<file path="src/rtl/collatz_pkg.sv">
// Shared definitions for the Collatz result transmitter and the host-side decoder model.
// Build option: COLLATZ_TX_CHECKSUM_EN appends an XOR checksum byte to every frame.
package collatz_pkg;

  typedef enum logic [1:0] {
    IDLE    = 2'd0,
    SEND    = 2'd1,
    RELEASE = 2'd2
  } tx_state_t;

  // Upper seven header bits; the LSB carries the overflow flag.
  localparam logic [6:0] HDR_BASE = 7'b1010010;

  // Bytes per frame: header, step count, peak value, optional checksum.
  function automatic int frame_len(input int steps_w, input int peak_w);
`ifdef COLLATZ_TX_CHECKSUM_EN
    return 2 + steps_w / 8 + peak_w / 8;
`else
    return 1 + steps_w / 8 + peak_w / 8;
`endif
  endfunction

endpackage

</file>
<file path="src/rtl/collatz_ack_sync.sv">
// Two-flop synchroniser for the reader's asynchronous acknowledge.
module collatz_ack_sync (
  input  logic clk,
  input  logic rst,
  input  logic async_in,
  output logic sync_out
);

  logic [1:0] sync_pipe;

  // Shift the raw input through two flops; only the second stage is consumed.
  always_ff @(posedge clk) begin
    if (rst) sync_pipe <= 2'b00;
    else     sync_pipe <= {sync_pipe[0], async_in};
  end

  assign sync_out = sync_pipe[1];

endmodule

</file>
<file path="src/rtl/collatz_result_tx.sv">
// Collatz result transmitter: latches one result and streams it as a byte frame
// {hdr, steps LSB-first, peak LSB-first} over a four-phase req/ack handshake.
// Build option: COLLATZ_TX_CHECKSUM_EN adds a trailing XOR-of-all-bytes checksum.
module collatz_result_tx
  import collatz_pkg::*;
#(
  parameter int STEPS_W = 16,
  parameter int PEAK_W  = 32
) (
  input  logic               clk,
  input  logic               rst,
  input  logic               res_valid,
  output logic               res_ready,
  input  logic [STEPS_W-1:0] res_steps,
  input  logic [PEAK_W-1:0]  res_peak,
  input  logic               res_ovf,
  output logic [7:0]         tx_data,
  output logic               tx_req,
  input  logic               tx_ack,
  output logic               busy
);

  localparam int DATA_LEN  = 1 + STEPS_W / 8 + PEAK_W / 8;
  localparam int FRAME_LEN = frame_len(STEPS_W, PEAK_W);
  localparam int IDX_W     = $clog2(FRAME_LEN);
  localparam logic [IDX_W-1:0] LAST_IDX = IDX_W'(FRAME_LEN - 1);

  tx_state_t             state;
  logic [DATA_LEN*8-1:0] frame_q;
  logic [IDX_W-1:0]      idx;
  logic [IDX_W-1:0]      idx_nxt;
  logic [7:0]            next_byte;
  logic                  ack_s;
`ifdef COLLATZ_TX_CHECKSUM_EN
  logic [7:0]            csum;
`endif

  collatz_ack_sync u_ack_sync (
    .clk      (clk),
    .rst      (rst),
    .async_in (tx_ack),
    .sync_out (ack_s)
  );

  // A stale ack from the previous frame blocks new results until it clears.
  assign res_ready = (state == IDLE) && !ack_s;
  assign idx_nxt   = idx + 1'b1;

  // Byte that follows the current one: a latched frame byte, or the checksum.
  always_comb begin
    next_byte = 8'h00;
    for (int i = 0; i < DATA_LEN; i++)
      if (idx_nxt == IDX_W'(i)) next_byte = frame_q[i*8 +: 8];
`ifdef COLLATZ_TX_CHECKSUM_EN
    if (idx_nxt == IDX_W'(DATA_LEN)) next_byte = csum ^ tx_data;
`endif
  end

  // Handshake FSM; tx_data only moves while req and ack_s are both low.
  always_ff @(posedge clk) begin
    if (rst) begin
      state   <= IDLE;
      idx     <= '0;
      frame_q <= '0;
      tx_req  <= 1'b0;
      tx_data <= 8'h00;
      busy    <= 1'b0;
`ifdef COLLATZ_TX_CHECKSUM_EN
      csum    <= 8'h00;
`endif
    end else begin
      case (state)
        IDLE: begin
          if (res_valid && res_ready) begin
            frame_q <= {res_peak, res_steps, HDR_BASE, res_ovf};
            idx     <= '0;
            tx_data <= {HDR_BASE, res_ovf};
            tx_req  <= 1'b1;
            busy    <= 1'b1;
            state   <= SEND;
`ifdef COLLATZ_TX_CHECKSUM_EN
            csum    <= 8'h00;
`endif
          end
        end
        SEND: begin
          if (ack_s) begin
            tx_req <= 1'b0;
            state  <= RELEASE;
          end
        end
        RELEASE: begin
          if (!ack_s) begin
            if (idx == LAST_IDX) begin
              busy  <= 1'b0;
              state <= IDLE;
            end else begin
              idx     <= idx_nxt;
              tx_data <= next_byte;
              tx_req  <= 1'b1;
              state   <= SEND;
`ifdef COLLATZ_TX_CHECKSUM_EN
              csum    <= csum ^ tx_data;
`endif
            end
          end
        end
        default: state <= IDLE;
      endcase
    end
  end

endmodule

</file>
<file path="config.mk">
export PLATFORM = sky130hd
export DESIGN_NAME = collatz_result_tx
export DESIGN_NICKNAME = d
export VERILOG_FILES = /design/src/rtl/collatz_pkg.sv /design/src/rtl/collatz_ack_sync.sv /design/src/rtl/collatz_result_tx.sv
export SDC_FILE = /design/constraint.sdc
export NUM_CORES = 1
export LEC_CHECK = 0
export CELL_PAD_IN_SITES_DETAIL_PLACEMENT = 0
export CELL_PAD_IN_SITES_GLOBAL_PLACEMENT = 2
export CORE_MARGIN = 2
export CORE_UTILIZATION = 30
export CTS_BUF_LIST = sky130_fd_sc_hd__clkbuf_8
export DETAILED_ROUTE_END_ITERATION = 7
export PLACE_DENSITY_LB_ADDON = 0.25
export SLEW_MARGIN = 20
export SYNTH_ARGS = -nofsm -noshare
export SYNTH_HDL_FRONTEND = slang
export SYNTH_SLANG_ARGS = --single-unit
</file>
<file path="constraint.sdc">
create_clock -name clk -period 2.15 [get_ports clk]
set_input_delay 0.43 -clock clk [delete_from_list [all_inputs] [get_ports clk]]
set_output_delay 0.43 -clock clk [all_outputs]
set_load 0.05 [all_outputs]
</file>
After elaboration in Yosys (flattened, before gate mapping)
Index checks and enable logic that the tools add are counted.
{ "totals": {"in_bits": 53, "wordCells": 62, "reg_bits": 69, "out_inout_bits": 11} }
{ "classes": {"n_eq_ne": 14, "n_reduce_logical": 12, "add_sub_neg": 1, "muxes": 28} }
{ "ops": {"columns": ["operator", "count"], "rows": [
  ["$mux W8", 10],
  ["$pmux W8 S2", 1],
  ["$eq A3 B3 Y1 const B", 4],
  ["$mux W3", 3],
  ["$reduce_and A4 Y1", 2],
  ["$mux W1", 7],
  ["$eq A3 B2 Y1 const B", 2],
  ["$mux W2", 3],
  ["$ne A2 B2 Y1 const B", 3],
  ["$pmux W2 S3", 1],
  ["$pmux W3 S2", 1],
  ["$reduce_and A5 Y1", 1],
  ["$ne A2 B1 Y1 const B", 2],
  ["$add A3 B1 Y3 const B", 1],
  ["$eq A3 B1 Y1 const B", 1],
  ["$logic_not A3 Y1", 1],
  ["$pmux W1 S3", 1],
  ["$reduce_and A3 Y1", 1],
  ["$reduce_bool A3 Y1", 1],
  ["$eq A2 B1 Y1 const B", 1],
  ["$eq A2 B2 Y1 const B", 1],
  ["$logic_and A1 B1 Y1", 2],
  ["$logic_not A2 Y1", 1],
  ["$pmux W1 S2", 1],
  ["3 further kinds", 3]
]} }

Depth between registers and ports, before layout
{ "depth": {"depth_word": 12, "mapped_depth": 8, "mapped_depth_nobuf": 6} }

Hierarchy
From an unflattened synthesis, not the netlist that was laid out.
{ "hier_totals": {"cells_unflattened": 392, "hier_area_um2": 3062.9} }
{ "modules_own_cells": {"columns": ["module", "n_inst", "area_each_um2", "cells_per_inst", "seq_area_each_um2"], "rows": [
  ["collatz_result_tx", 1, 3010.4, 388, 1301.2],
  ["collatz_ack_sync", 1, 52.6, 4, 40.0]
]} }

Worst setup path before layout
Ideal clock, no wire load.
{ "synth_path": {"path_kind": "register to register", "startpoint": "register state[0]", "endpoint": "register frame_q[28]", "arrival_ns": 1.502, "n_path_buf": 2, "t_required_ns": 2.014, "stages_incl_launch_ff": 7, "path_slack_ns": 0.512, "setup_time_ns": 0.136, "cell_sequence": "dfxtp_1 buf_2 nor3_4 nand2_1 clkbuf_1 nand2_1 a21oi_2"} }
{ "synth_between": {"elab_chain_len": 4} }
{ "synth_lines": {"columns": ["item", "line_no", "source"], "rows": [
  ["start: declaration", "collatz_result_tx.sv:28", "tx_state_t state;"],
  ["start signal: assignment", "collatz_result_tx.sv:62", "state <= IDLE;"],
  ["start signal: assignment", "collatz_result_tx.sv:80", "state <= SEND;"],
  ["start signal: assignment", "collatz_result_tx.sv:89", "state <= RELEASE;"],
  ["$logic_not A2 Y1", "collatz_result_tx.sv:46", "assign res_ready = (state == IDLE) && !ack_s;"],
  ["$logic_and A1 B1 Y1", "collatz_result_tx.sv:46", null],
  ["via res_ready", "collatz_result_tx.sv:13", "output logic res_ready,"],
  ["$logic_and A1 B1 Y1", "collatz_result_tx.sv:74", "if (res_valid && res_ready) begin"],
  ["$reduce_and A2 Y1 (no line)", null, null],
  ["end signal: assignment", "collatz_result_tx.sv:75", "frame_q <= {res_peak, res_steps, HDR_BASE, res_ovf};"],
  ["end: declaration", "collatz_result_tx.sv:29", "logic [DATA_LEN*8-1:0] frame_q;"]
]} }
The timed path passes the listed nets, and every way through them passes these cells.
A chain may end at the register's enable or synchronous reset.

Worst setup path in the final report
{ "layout_path": {"startpoint": "register tx_data[4]", "endpoint": "output tx_data[4]"} }
{ "layout_rtl": {"columns": ["item", "line_no", "source"], "rows": [
  ["start: declaration", "collatz_result_tx.sv:17", "output logic [7:0] tx_data,"],
  ["start signal: assignment", "collatz_result_tx.sv:77", "tx_data <= {HDR_BASE, res_ovf};"],
  ["start signal: assignment", "collatz_result_tx.sv:99", "tx_data <= next_byte;"]
]} }
No word-level cell between the ends.

==> qor.csv <==
metric;value;unit
status;complete, no violations;
synth_area_leaders;dfxtp_1, nand2_1, a21oi_1;
maxCapViolCount;0;
synth_area;0.00301;sq mm
clock_sink_count;67;
crit_path_cell_trace;clkdlybuf4s50_1;
path_class;reg -> out;
final_cell_area;0.00393;sq mm
drt_first_pass_iters;4;
route.antenna.remaining_nets;0;
routed_wl;8330;microns
chipHeight;104;microns
setup-violations-final;0;
ys_seq_elements;67;
num-nets-final;486;
synth.distinct_cells;42;
fillerInstances;1051;
crit_buf_inv;1;
vias;2695;
drt_iter0_markers;102;
arrival;1540;ps
total_leakage_power;0.00141;uW
p_per_area;725;mW/mm^2
cts_buffers;9;
yosysTopAreaCellShare;0.445;
fin_crit_sh;0.918;
gp_congestion;0.802;
synthArstFlopShare;0;
max-vdd-ir-drop;0.000246;V
row_count;36;
cp_top_family;buffers and inverters;
netlist_instances;369;
slowest_stage;clkdlybuf4s50_1;
synth-main-ff-cell;dfxtp_1;
hpwl;6140;microns
grt-ovfl-total;0;
worst_slew_pin_slew;508;ps
avgSynthCellArea;8.17;sq um
routedWlPerCell;14.7;microns
crit_path_end_kind;primary output;
layout-drive-gt1-share;0.127;
viasPerCell;4.77;
start_util;0.308;
core;0.00977;sq mm
area_delta_synth_final;30.4;%
cts.clk_slew.worst_paths;70;ps
cts_hold_buf;0;
max_stage_delay;820;ps
die_area;0.0109;sq mm
die_w;104;microns
ys_seq_area_frac;0.445;
tns;0;ps
cts_buffer_depth;2;
cts_resized;0;
io_pins;64;
synth_edf_count;0;
drc;0;
grt_max_degree;52;
clock_latency;340;ps
fmax;507;MHz
antenna_cells;0;
antenna_found_initial;0;
grt_pass1_wl;13600;microns
grt_pass1_vias;2644;
post_cts_buffers;0;
setup.worst_path.start_class;flop;
cts-root-buf;clkbuf_8;
synth_top_area_cell;dfxtp_1;
rsz0062_at_grt;no;
worst_ep_required_time;1720;ps
finalHoldViolCount;0;
portBuffers;63;
hold_path.class;reg -> reg;
fin_crit;1970;ps
cts_tree;built;
grt.total_usage;0.158;
fin_worst_skew;7.38;ps
dpl-instance-area;0.00373;sq mm
cts_max_level;3;
slew-limit-headroom;0.660;
slew_violations;0;
yosysWarnings;0;
syn_nets;428;
crit_path_max_fanout;2;
-- per-layer routing --
metal  up-vias  global-route usage  part of all wire
li1       1375                   -                 -
met1      1243               0.213              0.49
met2        71               0.248              0.45
met3         6              0.0439             0.051
met4         0              0.0463            0.0094
met5         -                   0                 0
-- stage by stage --
step,util,cells,worst slack [ps],power (uW),hold slack [ps]
6_report,0.402,565,176,2850,439
4_1_cts,0.402,565,163,2890,444
3_3_place_gp,0.381,549,310,1820,435
2_1_floorplan,-,369,512,1640,414
5_1_grt,0.402,565,21.8,2990,467
3_5_place_dp,0.381,549,282,1820,427
-- kinds of logic after synthesis --
| family | share of synthesized area |
|---|---|
| multiplexers | 0.00664 |
| AO/OA/AOI/OAI | 0.239 |
| adder cells (fa/ha/maj) | 0.0249 |
| flip-flops | 0.445 |
| AND/OR/NAND/NOR | 0.211 |
| buffers and inverters | 0.0644 |
| XOR/XNOR | 0.00872 |
-- cells in the final DEF, fill, tap and decap left out, types with 2 or more instances in the layout --
cell type / netlist / final
inv_1: 6 / 6
buf_4: 2 / 11
clkbuf_8: 0 / 10
a31oi_1: 4 / 4
o2bb2ai_1: 3 / 3
a211o_1: 3 / 3
clkinv_4: 0 / 2
a221oi_1: 6 / 6
a21oi_2: 10 / 10
o22ai_1: 3 / 3
a211oi_1: 4 / 4
nand2_1: 103 / 103
o21ai_0: 17 / 17
and3_1: 2 / 2
nor2_1: 15 / 15
nand3b_1: 3 / 3
nand3_1: 3 / 3
clkinv_2: 0 / 2
nor2b_1: 3 / 3
mux2i_1: 2 / 2
ha_1: 6 / 6
a32o_1: 2 / 2
nand2_2: 10 / 10
dfxtp_1: 67 / 67
xor2_1: 2 / 2
clkdlybuf4s50_1: 0 / 61
o211ai_1: 5 / 5
a21oi_1: 48 / 48
-- power by group --
part | internal (uW) | switching [uW] | leakage, uW
Clock | 566 | 494 | 0.000102
Sequential | 1320 | 53.0 | 0.000550
Combinational | 196 | 223 | 0.000756
Total | 2080 | 770 | 0.00141
-- state kept, by name, summed over array words and instances, names as in the netlist --
| register | flops |
|---|---|
| u_ack_sync.sync_pipe | 2 |
| busy | 1 |
| tx_req | 1 |
| frame_q | 50 |
| state | 2 |
| idx | 3 |
| tx_data | 8 |
-- Yosys cell counts, drive strengths merged (2+ instances only) --
library cell and count:
nand2 113, dfxtp 67, o211ai 5, xor2 2, a32o 2, a31oi 4, o2bb2ai 3, inv 6
a21oi 58, nand3 3, nor3b 2, a211o 3, clkbuf 10, nand3b 3, ha 6, nor2 15
buf 17, and3 2, and2 2, o21ai 18, nor2b 3, a221oi 6, a211oi 4, mux2i 2
o22ai 3
-- final timing paths --
| check | end | slack, ps | from | cells past startpoint |
|---|---|---|---|---|
| setup / recovery | tx_data[4] | 180 | tx_data[4]$_SDFFE_PP0P_ | 1 |
| hold reg to reg | u_ack_sync.sync_pipe[1]$_SDFF_PP0_ | 440 | u_ack_sync.sync_pipe[0]$_SDFF_PP0_ | 1 |
| hold / removal | u_ack_sync.sync_pipe[1]$_SDFF_PP0_ | 440 | u_ack_sync.sync_pipe[0]$_SDFF_PP0_ | 1 |
| setup reg to reg | tx_data[3]$_SDFFE_PP0P_ | 270 | idx[0]$_SDFFE_PP0P_ | 6 |
-- cell type report --
class                           count  area [sq um]  share of cell area
Clock inverter                      6          65.1              0.0166
Timing Repair Buffer               74           718               0.183
Multi-Input combinational cell    269          1480               0.376
Inverter                            6          22.5             0.00573
Clock buffer                       10           138              0.0350
Sequential cell                    67          1340               0.341
Tap cell                          133           166              0.0423
Power figures use the tool's default switching activity.
